`src/rtl/ddram_arb_pkg.sv`:
```
// Shared constants for the two-master DDRAM arbiter: bus widths and FSM state encodings.
package ddram_arb_pkg;

  localparam int unsigned DDR_ADDR_W = 29;
  localparam int unsigned DDR_DATA_W = 64;
  localparam int unsigned DDR_BE_W   = 8;

  localparam logic [1:0] StIdle  = 2'd0;
  localparam logic [1:0] StWrite = 2'd1;
  localparam logic [1:0] StRead  = 2'd2;

endpackage

```
`src/rtl/ddram_arbiter.sv`:
```
// Burst-locked two-master arbiter for the MiSTer DDRAM Avalon-MM port; port 0 has priority,
// port 1 is forced after STARVE_MAX starved grants. Define DDRAM_ARBITER_STATS_EN for counters.
module ddram_arbiter
  import ddram_arb_pkg::*;
#(
  parameter int unsigned STARVE_MAX = 8,
  parameter int unsigned BURST_W    = 8
) (
  input  logic                  clk,
  input  logic                  reset_n,

  output logic                  m0_busy,
  input  logic [BURST_W-1:0]    m0_burstcnt,
  input  logic [DDR_ADDR_W-1:0] m0_addr,
  input  logic [DDR_DATA_W-1:0] m0_din,
  input  logic [DDR_BE_W-1:0]   m0_be,
  input  logic                  m0_we,
  input  logic                  m0_rd,
  output logic [DDR_DATA_W-1:0] m0_dout,
  output logic                  m0_dout_ready,

  output logic                  m1_busy,
  input  logic [BURST_W-1:0]    m1_burstcnt,
  input  logic [DDR_ADDR_W-1:0] m1_addr,
  input  logic [DDR_DATA_W-1:0] m1_din,
  input  logic [DDR_BE_W-1:0]   m1_be,
  input  logic                  m1_we,
  input  logic                  m1_rd,
  output logic [DDR_DATA_W-1:0] m1_dout,
  output logic                  m1_dout_ready,

  input  logic                  DDRAM_BUSY,
  output logic [BURST_W-1:0]    DDRAM_BURSTCNT,
  output logic [DDR_ADDR_W-1:0] DDRAM_ADDR,
  output logic [DDR_DATA_W-1:0] DDRAM_DIN,
  output logic [DDR_BE_W-1:0]   DDRAM_BE,
  output logic                  DDRAM_WE,
  output logic                  DDRAM_RD,
  input  logic [DDR_DATA_W-1:0] DDRAM_DOUT,
  input  logic                  DDRAM_DOUT_READY
`ifdef DDRAM_ARBITER_STATS_EN
  ,
  output logic [15:0]           stat_grant0,
  output logic [15:0]           stat_grant1,
  output logic [15:0]           stat_forced
`endif
);

  localparam int unsigned StarveW = $clog2(STARVE_MAX + 1);

  logic [1:0]         state_q, state_d;
  logic               owner_q, owner_d;
  logic [BURST_W-1:0] beat_q, beat_d;
  logic [BURST_W-1:0] burst_q, burst_d;
  logic               rd_acc_q, rd_acc_d;
  logic [StarveW-1:0] starve_q, starve_d;

  logic [1:0]            req, we_v, rd_v, busy_v, rdy_v;
  logic [BURST_W-1:0]    bc_v   [2];
  logic [DDR_ADDR_W-1:0] addr_v [2];
  logic [DDR_DATA_W-1:0] din_v  [2];
  logic [DDR_BE_W-1:0]   be_v   [2];

  assign we_v      = {m1_we, m0_we};
  assign rd_v      = {m1_rd, m0_rd};
  assign bc_v[0]   = m0_burstcnt;
  assign bc_v[1]   = m1_burstcnt;
  assign addr_v[0] = m0_addr;
  assign addr_v[1] = m1_addr;
  assign din_v[0]  = m0_din;
  assign din_v[1]  = m1_din;
  assign be_v[0]   = m0_be;
  assign be_v[1]   = m1_be;

  logic               active, own_busy, grant1, starved;
  logic [BURST_W-1:0] sel_bc, tgt;

  assign active   = (state_q != StIdle);
  assign sel_bc   = (bc_v[owner_q] == '0) ? BURST_W'(1) : bc_v[owner_q];
  // Once a read command is accepted the owner must not issue another until data returns.
  assign own_busy = (state_q == StRead && rd_acc_q) ? 1'b1 : DDRAM_BUSY;
  assign starved  = (starve_q == StarveW'(STARVE_MAX));
  assign grant1   = req[1] & (~req[0] | starved);

  for (genvar p = 0; p < 2; p++) begin : g_port
    assign req[p]    = we_v[p] | rd_v[p];
    assign busy_v[p] = (active && owner_q == 1'(p)) ? own_busy : 1'b1;
    assign rdy_v[p]  = (state_q == StRead && rd_acc_q && owner_q == 1'(p)) ? DDRAM_DOUT_READY
                                                                           : 1'b0;
  end

  assign {m1_busy, m0_busy}             = busy_v;
  assign {m1_dout_ready, m0_dout_ready} = rdy_v;
  assign m0_dout = DDRAM_DOUT;
  assign m1_dout = DDRAM_DOUT;

  assign DDRAM_WE       = (state_q == StWrite) & we_v[owner_q];
  assign DDRAM_RD       = (state_q == StRead) & ~rd_acc_q & rd_v[owner_q];
  assign DDRAM_BURSTCNT = active ? sel_bc : '0;
  assign DDRAM_ADDR     = active ? addr_v[owner_q] : '0;
  assign DDRAM_DIN      = active ? din_v[owner_q] : '0;
  assign DDRAM_BE       = active ? be_v[owner_q] : '0;

  always_comb begin
    state_d  = state_q;
    owner_d  = owner_q;
    beat_d   = beat_q;
    burst_d  = burst_q;
    rd_acc_d = rd_acc_q;
    starve_d = starve_q;
    tgt      = (beat_q == '0) ? sel_bc : burst_q;
    case (state_q)
      StIdle: begin
        if (|req) begin
          owner_d  = grant1;
          state_d  = we_v[grant1] ? StWrite : StRead;
          beat_d   = '0;
          rd_acc_d = 1'b0;
          if (!grant1 && req[1]) begin
            starve_d = starved ? starve_q : starve_q + 1'b1;
          end else begin
            starve_d = '0;
          end
        end
      end
      StWrite: begin
        if (DDRAM_WE && !DDRAM_BUSY) begin
          if (beat_q == '0) burst_d = sel_bc;
          if (beat_q + 1'b1 == tgt) begin
            state_d = StIdle;
            beat_d  = '0;
          end else begin
            beat_d = beat_q + 1'b1;
          end
        end
      end
      StRead: begin
        if (!rd_acc_q) begin
          if (DDRAM_RD && !DDRAM_BUSY) begin
            rd_acc_d = 1'b1;
            burst_d  = sel_bc;
          end
        end else if (DDRAM_DOUT_READY) begin
          if (beat_q + 1'b1 == burst_q) begin
            state_d  = StIdle;
            beat_d   = '0;
            rd_acc_d = 1'b0;
          end else begin
            beat_d = beat_q + 1'b1;
          end
        end
      end
      default: state_d = StIdle;
    endcase
  end

  always_ff @(posedge clk or negedge reset_n) begin
    if (!reset_n) begin
      state_q  <= StIdle;
      owner_q  <= 1'b0;
      beat_q   <= '0;
      burst_q  <= '0;
      rd_acc_q <= 1'b0;
      starve_q <= '0;
    end else begin
      state_q  <= state_d;
      owner_q  <= owner_d;
      beat_q   <= beat_d;
      burst_q  <= burst_d;
      rd_acc_q <= rd_acc_d;
      starve_q <= starve_d;
    end
  end

`ifdef DDRAM_ARBITER_STATS_EN
  always_ff @(posedge clk or negedge reset_n) begin
    if (!reset_n) begin
      stat_grant0 <= '0;
      stat_grant1 <= '0;
      stat_forced <= '0;
    end else if (state_q == StIdle && |req) begin
      if (grant1) begin
        stat_grant1 <= stat_grant1 + 16'd1;
        if (req[0]) stat_forced <= stat_forced + 16'd1;
      end else begin
        stat_grant0 <= stat_grant0 + 16'd1;
      end
    end
  end
`endif

endmodule

```
`config.mk`:
```
export PLATFORM = sky130hd
export DESIGN_NAME = ddram_arbiter
export DESIGN_NICKNAME = d
export VERILOG_FILES = /design/src/rtl/ddram_arb_pkg.sv /design/src/rtl/ddram_arbiter.sv
export SDC_FILE = /design/constraint.sdc
export NUM_CORES = 1
export LEC_CHECK = 0
export BUFFER_PORTS_ARGS = -buffer_cell sky130_fd_sc_hd__buf_2
export CAP_MARGIN = 20
export CORE_AREA = 3 3 204 206
export CTS_CLUSTER_DIAMETER = 150
export CTS_CLUSTER_SIZE = 30
export DETAILED_ROUTE_END_ITERATION = 10
export DIE_AREA = 0 0 207 209
export HOLD_SLACK_MARGIN = 0.02
export PLACE_DENSITY = 0.44
export SYNTH_ARGS = -nofsm -noshare
export SYNTH_HDL_FRONTEND = slang
export SYNTH_SLANG_ARGS = --single-unit
```
`constraint.sdc`:
```
create_clock -name clk -period 6 [get_ports clk]
set_clock_uncertainty 0.05 [all_clocks]
set_input_delay 0.3 -clock clk [delete_from_list [all_inputs] [get_ports clk]]
set_output_delay 0.3 -clock clk [all_outputs]
set_load 0.01 [all_outputs]
```
==> results.py, run 1 <==
metrics = {
    "synth": {
        "synth_cell_types": 59,
        "synth_flop_cell": "dfrtp_1",
        "synth-xor-area-share_pct": 2.97,
        "netlist_area_um2": 4510,
        "ys_ff_latch": 24,
        "synth_top_area_cell": "mux2i_1",
        "synth_compound_area_share_pct": 9.34,
        "yosysSeqAreaShare_pct": 13.3,
        "netlist_top_cells_area": "mux2i_1, buf_4, dfrtp_1, nor2_1, nand2_1",
        "async_flop_share_pct": 100,
        "synth_top_area_share_pct": 24.8,
        "synthCells": 599,
        "postSynthAreaPerCell_um2": 7.53,
        "ys_warn_count": 0,
        "synth_edf_count": 0,
        "synthAdderAreaFrac_pct": 1.94,
        "synthSimpleGateAreaFrac_pct": 20.1,
        "synthesis.nets": 896,
        "synth_top_family_by_area": "multiplexers",
        "yosys-mux-area-fraction_pct": 26.2,
    },
    "layout": {
        "layout_common_cells": "buf_2, nor2_1, mux2i_1",
        "final_nets": 1081,
        "final_common_cell": "buf_2",
        "drive_gt1_share_pct": 46.6,
        "fin_cells": 1310,
        "area_delta_synth_final_pct": 30.9,
    },
    "detailed_routing": {
        "drc": 0,
        "initialDrtViolationCount": 198,
        "vias_per_cell": 3.61,
        "detail_route.first_pass.iterations": 5,
        "vias": 4734,
        "ant_nets": 0,
        "wl_per_cell_um": 22.5,
        "wirelength_um": 29500,
    },
    "clock_tree": {
        "cts.clk_slew.worst_paths_ps": 70,
        "holdBufCountCts": 1,
        "cts.sinks": 24,
        "cts_htree_levels": 1,
        "cts_setup_buffers": 0,
        "numCtsBuffers": 3,
        "cts-resized-gates": 0,
        "clockBufferDepth": 2,
        "clock_latency_ps": 260,
        "cts_tree": "built",
        "clockRootBuffer": "clkbuf_16",
    },
    "hold_path": {
        "hp-class": "in2reg",
    },
    "global_routing": {
        "grt_pass1_vias": 4698,
        "grtUsageTotal_pct": 12.7,
        "grt_antenna_before_repair": 8,
        "grt_max_degree": 61,
        "grt_overflow_total": 0,
        "grt_pass1_wl_um": 39300,
    },
    "timing": {
        "hold_viol_final": 0,
        "finalCriticalPeriod_ps": 3040,
        "fin_crit_sh_pct": 50.6,
        "setup_violations": 0,
        "final.setup.worst_slack_ps": 2960,
        "rsz0062_at_grt": "false",
        "fmaxAchievable_ghz": 0.329,
        "totalNegativeSetupSlack_ps": 0,
        "worst_pin_slew_ps": 986,
        "relSlewSlack_pct": 34.2,
        "drv_slew": 0,
    },
    "critical_path": {
        "crit_path_max_fanout": 40,
        "startpoint_type": "flop",
        "cp-end-kind": "flop",
        "crit_type": "reg2reg",
        "worstPathArrival_ps": 3180,
        "required_ps": 6140,
    },
    "floorplan": {
        "initial_core_util_pct": 11.3,
        "die_h_um": 209,
        "dieWidth_um": 207,
        "io_pins": 533,
        "core_area_um2": 39800,
        "row_count": 73,
        "die_area_um2": 43300,
    },
    "power_and_ir_drop": {
        "p_leak_nw": 2.87,
        "powerDensity_nw_per_um2": 362,
        "peakVddDrop_v": 0.000148,
    },
    "placement": {
        "portBuffers": 340,
        "place_inst": 1303,
        "gp_congestion": 0.871,
        "pre_cts_slack_ps": 2970,
        "hpwlAfterDp_um": 26600,
    },
    "outcome": {
        "status": "complete, no violations",
    },
    "job": {
        "cap_violations": 0,
    },
}
state kept, by name (all words and copies together) (netlist names):
name	count
rd_acc_q	1
starve_q	4
burst_q	8
beat_q	8
state_q	2
owner_q	1
final timing paths:
| check | cells past startpoint | slack, ps | startpoint | to |
|---|---|---|---|---|
| max | 7 | 2960 | owner_q | state_q[1] |
| min | 3 | 300 | m1_we | owner_q |
| max reg2reg | 7 | 2960 | owner_q | state_q[1] |
| min reg2reg | 2 | 460 | burst_q[6] | burst_q[6] |
| max in group asynchronous | 2 | 4910 | reset_n | owner_q |
| min in group asynchronous | 2 | 540 | reset_n | burst_q[5] |
stage by stage:
step	power (mW)	instance area (um2)	utilization (%)	hold WS, ps
6_report	2.14	5910	14.8	296
2_1_floorplan	1.42	4510	-	-45.6
3_5_place_dp	1.96	5790	14.5	298
4_1_cts	2.17	5900	14.8	284
5_1_grt	2.33	5900	14.8	312
3_3_place_gp	1.96	5780	14.5	312
per-layer routing:
| metal | global-route usage, % | wire length, um | up-vias |
|---|---|---|---|
| li1 | - | - | 2269 |
| met1 | 12.1 | 9290 | 2116 |
| met2 | 25.4 | 16500 | 318 |
| met3 | 5.95 | 3260 | 27 |
| met4 | 1.38 | 373 | 4 |
| met5 | 0 | 27 | - |
cell families after synthesis:
group / count (synthesis)
DFF: 24
buffers and inverters: 178
adders and majority gates: 7
and+or+nand+nor: 203
xor gates and xnor gates: 12
muxes: 117
AOI/OAI and AO/OA: 58
worst max-delay path: stages (launching register included):
cell	delay [ps]
dfrtp_4	660
buf_4	610
mux2i_1	420
a221oi_2	130
a221oi_4	340
a41oi_4	230
nor3b_2	290
mux2i_1	210
cells in the mapped netlist, types with 4 or more instances:
master,count
mux2_2,4
clkbuf_1,18
o211ai_1,7
xor2_1,4
nand3_1,5
ha_1,7
xnor2_1,6
buf_2,4
nand2_1,38
nor2_1,119
mux2i_1,112
nor4_1,5
nand2b_1,6
a21oi_1,5
o21ai_0,20
inv_1,13
nor3b_1,5
buf_1,10
buf_4,131
nor3_1,6
o21ai_1,5
dfrtp_1,24
area by class of cell:
class / count / area (um2)
Tap cell: 525 / 657
Multi-Input combinational cell: 397 / 2750
Antenna cell: 2 / 5.00
Fill cell: 4681 / 33900
Clock buffer: 3 / 75.1
Inverter: 13 / 48.8
Timing Repair Buffer: 345 / 1740
Clock inverter: 1 / 30.0
Sequential cell: 24 / 604
where the power goes:
group,internal (mW),total [mW],leakage [nW],switching (mW)
clock network,0.133,0.198,0.0511,0.0650
logic,0.675,1.65,2.51,0.973
registers,0.217,0.293,0.314,0.0757
total,1.02,2.14,2.87,1.11
(Power assumes the default switching activity.)
==> inputs of run 2 (changes only) <==
--- a/config.mk
+++ b/config.mk
@@ -13,7 +13,7 @@
 export DETAILED_ROUTE_END_ITERATION = 10
 export DIE_AREA = 0 0 207 209
 export HOLD_SLACK_MARGIN = 0.02
-export PLACE_DENSITY = 0.44
+export PLACE_DENSITY = 0.45
 export SYNTH_ARGS = -nofsm -noshare
 export SYNTH_HDL_FRONTEND = slang
 export SYNTH_SLANG_ARGS = --single-unit
==> constraint.sdc (replaced) <==
create_clock -name clk -period 2.75 [get_ports clk]
set_clock_uncertainty 0.05 [all_clocks]
set_input_delay 0.1375 -clock clk [delete_from_list [all_inputs] [get_ports clk]]
set_output_delay 0.1375 -clock clk [all_outputs]
set_load 0.01 [all_outputs]
==> run 2 against run 1 <==
  * Sequential power up 110%
  * Combinational power up 130%
  * Via count rose by 2.9%
  * Critical path depth shrank 3
  * Die area is the same
  * Core utilization up 0.44 points
  * Total power up 120%
  * Design area rose by 3.0%
  * Largest cell class unchanged
==> results.py, run 2 (synthesized netlist as in run 1, its figures left out) <==
metrics = {
    "outcome": {
        "status": "complete, no violations",
    },
    "detailed_routing": {
        "wl_met3_um": 3260,
        "vias_per_cell": 3.66,
        "wl_met1_um": 9430,
        "detail_route.first_pass.iterations": 5,
        "wl_per_cell_um": 22.7,
        "top_layer": "met4",
        "initialDrtViolationCount": 226,
        "route.met2.wl_um": 16800,
        "vias": 4869,
        "ant_nets": 0,
        "drc": 0,
        "wirelength_um": 30200,
    },
    "clock_tree": {
        "numCtsBuffers": 3,
        "cts_tree": "built",
        "cts_htree_levels": 1,
        "clock_latency_ps": 270,
        "clockBufferDepth": 2,
        "cts.clk_slew.worst_paths_ps": 70,
        "cts.sinks": 24,
        "clockRootBuffer": "clkbuf_16",
    },
    "timing": {
        "rsz0062_at_grt": "true",
        "setup_violations": 0,
        "fmaxAchievable_ghz": 0.379,
        "totalNegativeSetupSlack_ps": 0,
        "relSlewSlack_pct": 32.9,
        "worst_pin_slew_ps": 1010,
        "finalCriticalPeriod_ps": 2640,
        "drv_slew": 0,
        "hold_viol_final": 0,
        "fin_crit_sh_pct": 96.0,
    },
    "floorplan": {
        "initial_core_util_pct": 11.3,
        "row_count": 73,
        "dieWidth_um": 207,
        "core_area_um2": 39800,
        "die_area_um2": 43300,
        "io_pins": 533,
        "die_h_um": 209,
    },
    "hold_path": {
        "hp-class": "in2reg",
    },
    "layout": {
        "layout_common_cells": "buf_2, nor2_1, mux2i_1",
        "area_delta_synth_final_pct": 34.8,
        "fin_area_um2": 6080,
        "fin_cells": 1329,
        "final_nets": 1100,
        "final_common_cell": "buf_2",
        "top_regs": "beat_q: 8 flops, burst_q: 8 flops, starve_q: 4 flops",
        "drive_gt1_share_pct": 48.6,
    },
    "global_routing": {
        "grtUsageTotal_pct": 13.0,
        "grt_antenna_before_repair": 14,
        "grt_pass1_wl_um": 39900,
        "grt_overflow_total": 0,
        "grt_max_degree": 59,
        "grt_pass1_vias": 4749,
    },
    "power_and_ir_drop": {
        "p_seq_share_pct": 13.3,
        "p_int_mw": 2.27,
        "p_sw_share_pct": 52.1,
        "p_leak_nw": 2.97,
        "pwr-share-clk_pct": 7.1,
        "peakVddDrop_v": 0.000354,
        "powerDensity_nw_per_um2": 779,
        "combPwrFrac_pct": 79.6,
        "power_switching_mw": 2.47,
    },
    "job": {
        "cap_violations": 0,
    },
    "placement": {
        "gp_congestion": 0.902,
        "portBuffers": 340,
        "place_inst": 1320,
        "hpwlAfterDp_um": 27700,
        "placed_cell_area_um2": 5930,
    },
    "critical_path": {
        "cp_cell_sequence": "buf_4 > mux2i_1 > nor2_1 > buf_2",
        "cp_slowest_stage_delay_ps": 760,
        "startpoint_type": "flop",
        "worst_path_max_delay_cell": "buf_4",
        "worstPathArrival_ps": 2450,
        "crit_path_max_fanout": 58,
        "cp-end-kind": "output pin",
        "crit_type": "reg2out",
        "required_ps": 2560,
    },
}
## run 2: final timing paths
path	start	depth (start not counted)	slack [ps]	endpoint
hold reg to reg	burst_q[2]	2	460	burst_q[2]
min in group asynchronous	reset_n	2	370	burst_q[5]
setup reg to reg	beat_q[0]	10	130	state_q[1]
setup / recovery	owner_q	4	110	DDRAM_DIN[1]
hold / removal	m1_we	3	140	owner_q
max in group asynchronous	reset_n	2	1820	owner_q
## run 2: power groups by stage
stage / sequential [mW] / clock, mW / combinational, mW
after floorplan: 0.555 / 0 / 2.54
after global placement: 0.633 / 0 / 3.76
after detailed placement: 0.630 / 0 / 3.77
after CTS: 0.629 / 0.350 / 3.79
after global routing: 0.652 / 0.359 / 4.14
final: 0.629 / 0.339 / 3.77
## run 2: layout make-up
type | count | area [um2]
Multi-Input combinational cell | 397 | 2790
Sequential cell | 24 | 604
Clock buffer | 4 | 78.8
Tap cell | 525 | 657
Inverter | 13 | 48.8
Fill cell | 4687 | 33700
Timing Repair Buffer | 364 | 1900
Antenna cell | 2 | 5.00
## run 2: repair_timing
item                                    in CTS  in global routing
hold buffers                                 1                  0
resized for setup                            0                 12
buffers inserted                             0                  2
endpoints found under the hold margin       24                  0
endpoints found under the setup margin       0                 11
## run 2: critical path: cells and delay by family (launching register included)
family / cells / cell delay [ps]
muxes: 1 / 170
DFF: 1 / 590
buffers and inverters: 2 / 970
and+or+nand+nor: 1 / 340
## run 2: layer usage
metal | GRT usage, % | vias to the layer above
met1 | 12.5 | 2135
met2 | 26.0 | 379
met4 | 2.39 | 0
li1 | - | 2310
met5 | 0 | -
met3 | 5.01 | 45
## run 2: per-stage QoR
stage | worst slack [ps] | hold slack, ps | utilization [%] | power, mW
CTS | 24.9 | 131 | 15.1 | 4.76
detailed placement | 23.4 | 136 | 14.9 | 4.40
floorplan | 202 | -208 | - | 3.09
global placement | 77.9 | 129 | 14.9 | 4.40
global route | -13.1 | 181 | 15.3 | 5.15
finish | 109 | 143 | 15.3 | 4.74
